## src/rtl/r2000_multdiv_ctrl_if.sv

```systemverilog
`default_nettype none
// ============================================================================
// Module      : r2000_multdiv_ctrl_if
// Description : Control/data bus between the mult/div controller and the
//               r2000_multdiv HI/LO unit.
// Revision    : 1.0 - initial release
// ============================================================================
interface r2000_multdiv_ctrl_if #(
    parameter int DW = 32
);
    logic [DW-1:0] md_operand1_o;
    logic [DW-1:0] md_operand2_o;
    logic          md_sign_o;
    logic          md_mult_div_o;
    logic          md_start_o;
    logic          md_hiw_o;
    logic          md_low_o;
    logic [DW-1:0] md_datain_o;
    logic [DW-1:0] md_hi_i;
    logic [DW-1:0] md_lo_i;
    logic          md_ready_i;

    modport master (
        output md_operand1_o, md_operand2_o, md_sign_o, md_mult_div_o,
               md_start_o, md_hiw_o, md_low_o, md_datain_o,
        input  md_hi_i, md_lo_i, md_ready_i
    );

    modport slave (
        input  md_operand1_o, md_operand2_o, md_sign_o, md_mult_div_o,
               md_start_o, md_hiw_o, md_low_o, md_datain_o,
        output md_hi_i, md_lo_i, md_ready_i
    );
endinterface
`default_nettype wire

```

## src/rtl/r2000_multdiv_ctrl.sv

```systemverilog
`default_nettype none
// ============================================================================
// Module      : r2000_multdiv_ctrl
// Description : Sequences MULT/DIV/MTxx/MFxx requests onto the HI/LO unit and
//               stalls the pipeline while a request cannot be served.
//               Optional macro MULTDIV_DIVZERO_EN: divide by zero is trapped.
// Revision    : 1.0 - initial release
// ============================================================================
module r2000_multdiv_ctrl #(
    parameter int DW = 32
) (
    input  wire logic          clk_i,
    input  wire logic          rst_i,
    input  wire logic          op_valid_i,
    input  wire logic [2:0]    op_i,
    input  wire logic [DW-1:0] rs_i,
    input  wire logic [DW-1:0] rt_i,
    output logic               stall_o,
    output logic [DW-1:0]      rd_data_o,
    output logic               rd_valid_o,
    output logic               busy_o,
    output logic               divz_o,
    r2000_multdiv_ctrl_if.master md
);

    localparam logic [1:0] S_IDLE  = 2'd0;
    localparam logic [1:0] S_ISSUE = 2'd1;
    localparam logic [1:0] S_WAIT  = 2'd2;
    localparam logic [1:0] S_MOVE  = 2'd3;

    logic [1:0]    r_state;
    logic [1:0]    w_state_nxt;
    logic          r_armed;
    logic          r_move_hi;
    logic          r_sign;
    logic          r_mult_div;
    logic          r_rd_valid;
    logic [DW-1:0] r_op1;
    logic [DW-1:0] r_op2;
    logic [DW-1:0] r_datain;
    logic [DW-1:0] r_rd_data;

    logic w_idle;
    logic w_accept;
    logic w_is_md;
    logic w_is_mt;
    logic w_is_mf;
    logic w_divz_req;
    logic w_issue;

    assign w_idle   = (r_state == S_IDLE);
    assign w_accept = op_valid_i & w_idle;
    assign w_is_md  = ~op_i[2];
    assign w_is_mt  = op_i[2] & ~op_i[1];
    assign w_is_mf  = op_i[2] & op_i[1];
    assign w_issue  = w_accept & w_is_md & ~w_divz_req;

`ifdef MULTDIV_DIVZERO_EN
    logic r_divz;

    assign w_divz_req = ~op_i[2] & op_i[1] & (rt_i == '0);

    always_ff @(posedge clk_i or negedge rst_i) begin
        if (!rst_i) begin
            r_divz <= 1'b0;
        end else begin
            r_divz <= w_accept & w_divz_req;
        end
    end

    assign divz_o = r_divz;
`else
    assign w_divz_req = 1'b0;
    assign divz_o     = 1'b0;
`endif

    always_comb begin
        w_state_nxt = r_state;
        case (r_state)
            S_IDLE: begin
                if (w_issue) begin
                    w_state_nxt = S_ISSUE;
                end else if (w_accept & w_is_mt) begin
                    w_state_nxt = S_MOVE;
                end
            end
            S_ISSUE: w_state_nxt = S_WAIT;
            // Only a ready that rose after being seen low marks completion.
            S_WAIT:  if (r_armed & md.md_ready_i) w_state_nxt = S_IDLE;
            S_MOVE:  w_state_nxt = S_IDLE;
            default: w_state_nxt = S_IDLE;
        endcase
    end

    always_ff @(posedge clk_i or negedge rst_i) begin
        if (!rst_i) begin
            r_state <= S_IDLE;
        end else begin
            r_state <= w_state_nxt;
        end
    end

    always_ff @(posedge clk_i or negedge rst_i) begin
        if (!rst_i) begin
            r_armed    <= 1'b0;
            r_move_hi  <= 1'b0;
            r_sign     <= 1'b0;
            r_mult_div <= 1'b0;
            r_rd_valid <= 1'b0;
            r_op1      <= '0;
            r_op2      <= '0;
            r_datain   <= '0;
            r_rd_data  <= '0;
        end else begin
            r_rd_valid <= w_accept & w_is_mf;
            if (w_accept & w_is_mf) begin
                r_rd_data <= op_i[0] ? md.md_lo_i : md.md_hi_i;
            end
            if (w_issue) begin
                r_op1      <= rs_i;
                r_op2      <= rt_i;
                r_sign     <= ~op_i[0];
                r_mult_div <= ~op_i[1];
            end
            if (w_accept & w_is_mt) begin
                r_datain  <= rs_i;
                r_move_hi <= ~op_i[0];
            end
            if (r_state == S_ISSUE) begin
                r_armed <= 1'b0;
            end else if ((r_state == S_WAIT) && !md.md_ready_i) begin
                r_armed <= 1'b1;
            end
        end
    end

    assign stall_o           = op_valid_i & ~w_idle;
    assign busy_o            = ~w_idle;
    assign rd_data_o         = r_rd_data;
    assign rd_valid_o        = r_rd_valid;
    assign md.md_operand1_o  = r_op1;
    assign md.md_operand2_o  = r_op2;
    assign md.md_sign_o      = r_sign;
    assign md.md_mult_div_o  = r_mult_div;
    assign md.md_start_o     = (r_state == S_ISSUE);
    assign md.md_hiw_o       = (r_state == S_MOVE) & r_move_hi;
    assign md.md_low_o       = (r_state == S_MOVE) & ~r_move_hi;
    assign md.md_datain_o    = r_datain;

endmodule
`default_nettype wire

```

## src/flat_wrapper.sv

```systemverilog
// flat-port wrapper written by rule: the top's interface ports become plain ports
module r2000_multdiv_ctrl_flat 
#(
    parameter int DW = 32
)
  (clk_i, rst_i, op_valid_i, op_i, rs_i, rt_i, stall_o, rd_data_o, rd_valid_o, busy_o, divz_o, md_md_operand1_o, md_md_operand2_o, md_md_sign_o, md_md_mult_div_o, md_md_start_o, md_md_hiw_o, md_md_low_o, md_md_datain_o, md_md_hi_i, md_md_lo_i, md_md_ready_i);
  r2000_multdiv_ctrl_if #(.DW(DW)) md_i ();
  input  wire logic clk_i;
  input  wire logic rst_i;
  input  wire logic op_valid_i;
  input  wire logic [2:0] op_i;
  input  wire logic [DW-1:0] rs_i;
  input  wire logic [DW-1:0] rt_i;
  output logic stall_o;
  output logic [DW-1:0] rd_data_o;
  output logic rd_valid_o;
  output logic busy_o;
  output logic divz_o;
  output wire logic [$bits(md_i.md_operand1_o)-1:0] md_md_operand1_o;
  output wire logic [$bits(md_i.md_operand2_o)-1:0] md_md_operand2_o;
  output wire logic [$bits(md_i.md_sign_o)-1:0] md_md_sign_o;
  output wire logic [$bits(md_i.md_mult_div_o)-1:0] md_md_mult_div_o;
  output wire logic [$bits(md_i.md_start_o)-1:0] md_md_start_o;
  output wire logic [$bits(md_i.md_hiw_o)-1:0] md_md_hiw_o;
  output wire logic [$bits(md_i.md_low_o)-1:0] md_md_low_o;
  output wire logic [$bits(md_i.md_datain_o)-1:0] md_md_datain_o;
  input wire logic [$bits(md_i.md_hi_i)-1:0] md_md_hi_i;
  input wire logic [$bits(md_i.md_lo_i)-1:0] md_md_lo_i;
  input wire logic [$bits(md_i.md_ready_i)-1:0] md_md_ready_i;
  assign md_md_operand1_o = md_i.md_operand1_o;
  assign md_md_operand2_o = md_i.md_operand2_o;
  assign md_md_sign_o = md_i.md_sign_o;
  assign md_md_mult_div_o = md_i.md_mult_div_o;
  assign md_md_start_o = md_i.md_start_o;
  assign md_md_hiw_o = md_i.md_hiw_o;
  assign md_md_low_o = md_i.md_low_o;
  assign md_md_datain_o = md_i.md_datain_o;
  assign md_i.md_hi_i = md_md_hi_i;
  assign md_i.md_lo_i = md_md_lo_i;
  assign md_i.md_ready_i = md_md_ready_i;
  r2000_multdiv_ctrl #(.DW(DW)) u_core (.clk_i(clk_i), .rst_i(rst_i), .op_valid_i(op_valid_i), .op_i(op_i), .rs_i(rs_i), .rt_i(rt_i), .stall_o(stall_o), .rd_data_o(rd_data_o), .rd_valid_o(rd_valid_o), .busy_o(busy_o), .divz_o(divz_o), .md(md_i));
endmodule
```

## config.mk

```make
export PLATFORM = sky130hd
export DESIGN_NAME = r2000_multdiv_ctrl_flat
export DESIGN_NICKNAME = d
export VERILOG_FILES = /design/src/rtl/r2000_multdiv_ctrl_if.sv /design/src/rtl/r2000_multdiv_ctrl.sv /design/src/flat_wrapper.sv
export SDC_FILE = /design/constraint.sdc
export NUM_CORES = 1
export LEC_CHECK = 0
export CORE_MARGIN = 4
export CORE_UTILIZATION = 44
export CTS_CLUSTER_SIZE = 20
export DETAILED_ROUTE_END_ITERATION = 8
export GPL_ROUTABILITY_DRIVEN = 0
export GPL_TIMING_DRIVEN = 0
export PLACE_DENSITY_LB_ADDON = 0.08
export SLEW_MARGIN = 20
export SYNTH_ARGS = -nofsm -noshare
export SYNTH_HDL_FRONTEND = slang
export SYNTH_SLANG_ARGS = --single-unit
```

## constraint.sdc

```tcl
create_clock -name clk_i -period 2.7 [get_ports clk_i]
set_input_delay 0.81 -clock clk_i [delete_from_list [all_inputs] [get_ports clk_i]]
set_output_delay 0.81 -clock clk_i [all_outputs]
set_load 0.03 [all_outputs]
```

Word-level counts from Yosys, hierarchy flattened
Index checks and enable logic that the tools add are counted.
Widths: inputs -> output; s select.

storage, ports and cells
  output and inout bits = 137
  flip-flop bits (word level) = 135
  logic and storage cells = 42
  bits of input ports = 135

operators by class
  reduce and logical (&&, ||, !) cells = 5
  muxes and demuxes = 7
  equality and inequality tests = 5
  bitwise operators = 15

operators with widths
  kind                number
  $mux 32             1
  $and 1x1->1         10
  $pmux 2 s4          1
  $mux 2              3
  $not 1->1           5
  $eq 2x2->1 const B  2
  $ne 3x3->1 const B  1
  $eq 2x1->1 const B  1
  $logic_not 2->1     1
  $mux 1              2
  $ne 2x1->1 const B  1
  $reduce_and 2->1    1
  $reduce_bool 2->1   1
  $logic_and 1x1->1   1
  $logic_not 1->1     1

Depth between registers and ports, before layout
  depth after elaboration = 6
  gate-level depth with buffers = 7
  mapped depth without buffers = 3

Worst setup path before layout
No wires, ideal clock.

  path type = input -> output
  start = in op_valid_i
  end = out stall_o
  required time = 1890 ps
  path slack = 625 ps
  cell stages on the path = 1
  buffers on the path = 0
  arrival time = 1265 ps
  cells stage by stage = nor2b_1

between the ends
  longest elaborated chain between the ends = 1

ends and longest elaborated chain
  item         RTL line                   RTL
  from (decl)  flat_wrapper.sv:10         input wire logic op_valid_i;
  $and 1x1->1  r2000_multdiv_ctrl.sv:137  assign stall_o = op_valid_i & ~w_idle;
  to (decl)    flat_wrapper.sv:14         output logic stall_o;

Every way passes these cells.

Worst setup path in the final report
Ends and elaborated chain as after synthesis.

==> reports/qor.txt <==
CRITICAL PATH
----------------------------------------------------------------------------------------
Arrival time of data at the critical path endpoint                               1.83 ns
Worst reg2reg endpoint                                                      u_core.md.md_datain_o[23]$_DFFE_PN0P_
CP required                                                                      1.89 ns
Critical path capture point                                                      stall_o
Critical path launch point type                                               input port
Category of the critical setup timing path                                  input port to output port
Maximum net fanout on the critical path                                                5
Setup slack of the worst register-to-register path                               0.90 ns
R2r worst-path depth                                                                   4
Reg2reg start                                                               u_core.r_state[0]$_DFFE_PN0P_
Worst setup startpoint                                                        op_valid_i
Endpoint type of the worst setup path                                        output port

DIE
----------------------------------------------------------------------------------------
Vertical die dimension                                                      120.1 microns
Starting density of the core                                                      45.45%
Area inside the core boundary                                                12160 sq um
Die Width                                                                   120.1 microns
# IOs                                                                                272
Cell Rows                                                                             40
Die area                                                                     14420 sq um

FINISH
----------------------------------------------------------------------------------------
Commonest non-fill, non-tap cell in the layout                              clkdlybuf4s50_1
Commonest cells after routing, fill and taps aside                          clkdlybuf4s50_1, nand2_1, dfrtp_1
Utilization after layout                                                          75.20%
Total Nets Final                                                                     902
Diodes inserted                                                                        0
Syn-to-layout area delta                                                          65.44%
Fraction of final layout cells with drive strength greater than 1                 20.00%
Total of fill cells in the finished design                                           858

GRT
----------------------------------------------------------------------------------------
Wire length of the first global-routing pass                                25270 microns
Total global routing overflow                                                          0
Pin count of the biggest net entering global routing                                  71
Global router's overall resource usage                                            22.46%
Initial antenna violation count                                                        0
Via count of the first global-routing pass                                          4868

YOSYS
----------------------------------------------------------------------------------------
Main synth FF type                                                               dfrtp_1
Register bit total from synthesis                                                    135
Synth Area per Inst                                                          11.56 sq um
Nets in the synthesized netlist                                                      613
Count of mapped cells out of synthesis                                               478
Count of warnings emitted by yosys                                                     0
Post-synth EDFFs                                                                       0
Post-Synthesis Cell Area                                                      5528 sq um
Sequential fraction of the synthesis area                                         61.11%
Unique masters post-synth                                                             23
Asr flop ratio synth                                                              100.0%

POWER
----------------------------------------------------------------------------------------
Power share of the sequential group                                                29.7%
Share of power burned in combinational logic                                       48.4%
Total power of the final layout                                                 11970 uW
Power share of the clock group                                                     21.9%
Largest vdd supply drop                                                      0.0008203 V
P_sw                                                                             4655 uW
Switching power share of the total                                                38.90%
Power density over the cells                                                1308 nW/um^2
Internal power                                                                   7311 uW
Pleak                                                                        0.004183 uW

ROUTING
----------------------------------------------------------------------------------------
Post-detailed-route wirelength per cell                                     16.84 microns
Final wirelength                                                            15960 microns
Number of detailed-route iterations in the first pass                                  4
Via Count                                                                           4485
DRC                                                                                    0
Avg Vias per Cell                                                                  4.731
Count of antenna-violating nets left after detailed routing                            0
First-iteration detailed-routing DRC count                                           198

TIMING
----------------------------------------------------------------------------------------
Share of the clock period used by the worst path                                  97.77%
Measured slew at the worst slew-check pin                                      0.6067 ns
Total of endpoints with negative setup slack in the final report                       0
Final-report hold violation count                                                      0
Total count of max-transition violations in the final report                           0
Maximum operating frequency                                                    378.8 MHz
Post-layout min period                                                          2.640 ns
Worst slew slack as a fraction of its limit                                       59.55%
TNS Setup                                                                           0 ns
Layout Skew                                                                  0.004158 ns

WORST HOLD PATH
----------------------------------------------------------------------------------------
Hold/Removal Path Class                                                     input port to async pin

CLOCKING
----------------------------------------------------------------------------------------
Master cell of the clock root buffer                                           clkbuf_16
CTS sink cnt                                                                         135
CTS tree                                                                           built
Number of buffers added by the clock tree synthesis step                              17
Clock insertion delay at the later pin of the skew report                        0.41 ns
Clock slew at reported path FFs                                                  0.06 ns
Total number of H-tree levels                                                          4
Clk buf depth                                                                          2

STATUS
----------------------------------------------------------------------------------------
Outcome                                                                     finished, final reports clean

JOB
----------------------------------------------------------------------------------------
Number of maximum-capacitance violations                                               0

PLACE
----------------------------------------------------------------------------------------
Total half-perimeter wirelength after legalization and detailed placement   12070 microns
Number of buffers inserted by port buffering                                         269

registers in the layout, summed over array words and instances, names as in the netlist:
name	cells
u_core.md.md_datain_o	32
u_core.md.md_mult_div_o	1
u_core.md.md_operand1_o	32
u_core.md.md_operand2_o	32
u_core.md.md_sign_o	1
u_core.r_armed	1
u_core.r_move_hi	1
u_core.r_state	2
u_core.rd_data_o	32
u_core.rd_valid_o	1
metal layers:
layer	up-vias	track usage, %	part of all wire [%]
li1	2130	-	-
met1	2171	24.21	37
met2	165	40.08	52
met3	19	9.284	9.9
met4	0	6.943	1.8
met5	-	0	0
cells by family (layout without fill, tap and decap cells):
group	after synthesis	in the layout	share of synthesized area, %
flops	135	135	61.11
other cells	1	1	0.06784
simple gates	206	206	14.96
compound gates	7	7	0.7243
buf+inv	32	334	3.395
mux	97	97	19.74
area by class of cell:
cell class | count | area, sq um | area share (%)
tap | 168 | 210.2 | 2.299
sequential | 135 | 3378 | 36.94
buffer | 28 | 172.7 | 1.888
multi-input combinational | 311 | 1962 | 21.45
clock inverter | 13 | 225.2 | 2.463
inverter | 4 | 15.01 | 0.1642
clock buffer | 19 | 452.9 | 4.953
timing repair buffer | 270 | 2729 | 29.84
stage by stage:
stage | cell area [sq um] | setup slack, ns | hold WS (ns) | std cells
after floorplan | 5528 | 0.6247 | 0.4755 | 478
after global placement | 8431 | -4.352 | 0.4563 | 915
after detailed placement | 8463 | -0.3250 | 0.4608 | 916
after CTS | 9143 | 0.01898 | 0.3568 | 948
after global routing | 9145 | -0.02083 | 0.3751 | 948
final | 9145 | 0.06017 | 0.3417 | 948
critical path, stage by stage:
cell             delay [ns]
clkdlybuf4s50_1        0.55
nor2b_1                0.15
clkdlybuf4s15_2        0.31
synthesized netlist by cell type (2+ instances only):
library cell  count  area share [%]
nand2_1         196              13
clkbuf_1          4            0.27
nor2b_1           2            0.23
buf_6             4            0.81
dfrtp_1         135              61
buf_4             5            0.68
buf_2            15             1.4
mux2_1            2            0.41
a21oi_1           2            0.18
inv_1             4            0.27
o21ai_0           3            0.27
mux2_2           94              19
and3_1            2            0.23
power groups by stage:
stage	Sequential (uW)	Clock, uW	Combinational [uW]
2_1_floorplan	5510	0	1150
3_3_place_gp	3510	0	5740
3_5_place_dp	3580	0	5830
4_1_cts	3560	2660	5870
5_1_grt	3680	2760	6100
6_report	3550	2620	5800
what timing repair did:
item	4_1_cts	5_1_grt
hold buffers	0	0
resized for setup	3	1
setup buffers	0	0
gates cloned	0	0
endpoints found under the setup margin	1	1
worst min path at each step:
stage | to | slack (ns) | cells after the start
CTS | u_core.md.md_operand2_o[5]$_DFFE_PN0P_ | 0.36 | 1
global placement | u_core.md.md_operand2_o[0]$_DFFE_PN0P_ | 0.46 | 2
detailed placement | u_core.md.md_operand1_o[3]$_DFFE_PN0P_ | 0.46 | 2
global route | u_core.md.md_operand2_o[13]$_DFFE_PN0P_ | 0.38 | 1
finish | u_core.md.md_operand2_o[13]$_DFFE_PN0P_ | 0.34 | 1
floorplan | u_core.r_armed$_DFFE_PN0P_ | 0.48 | 2
Note: power is estimated with default switching activity, not from simulation.
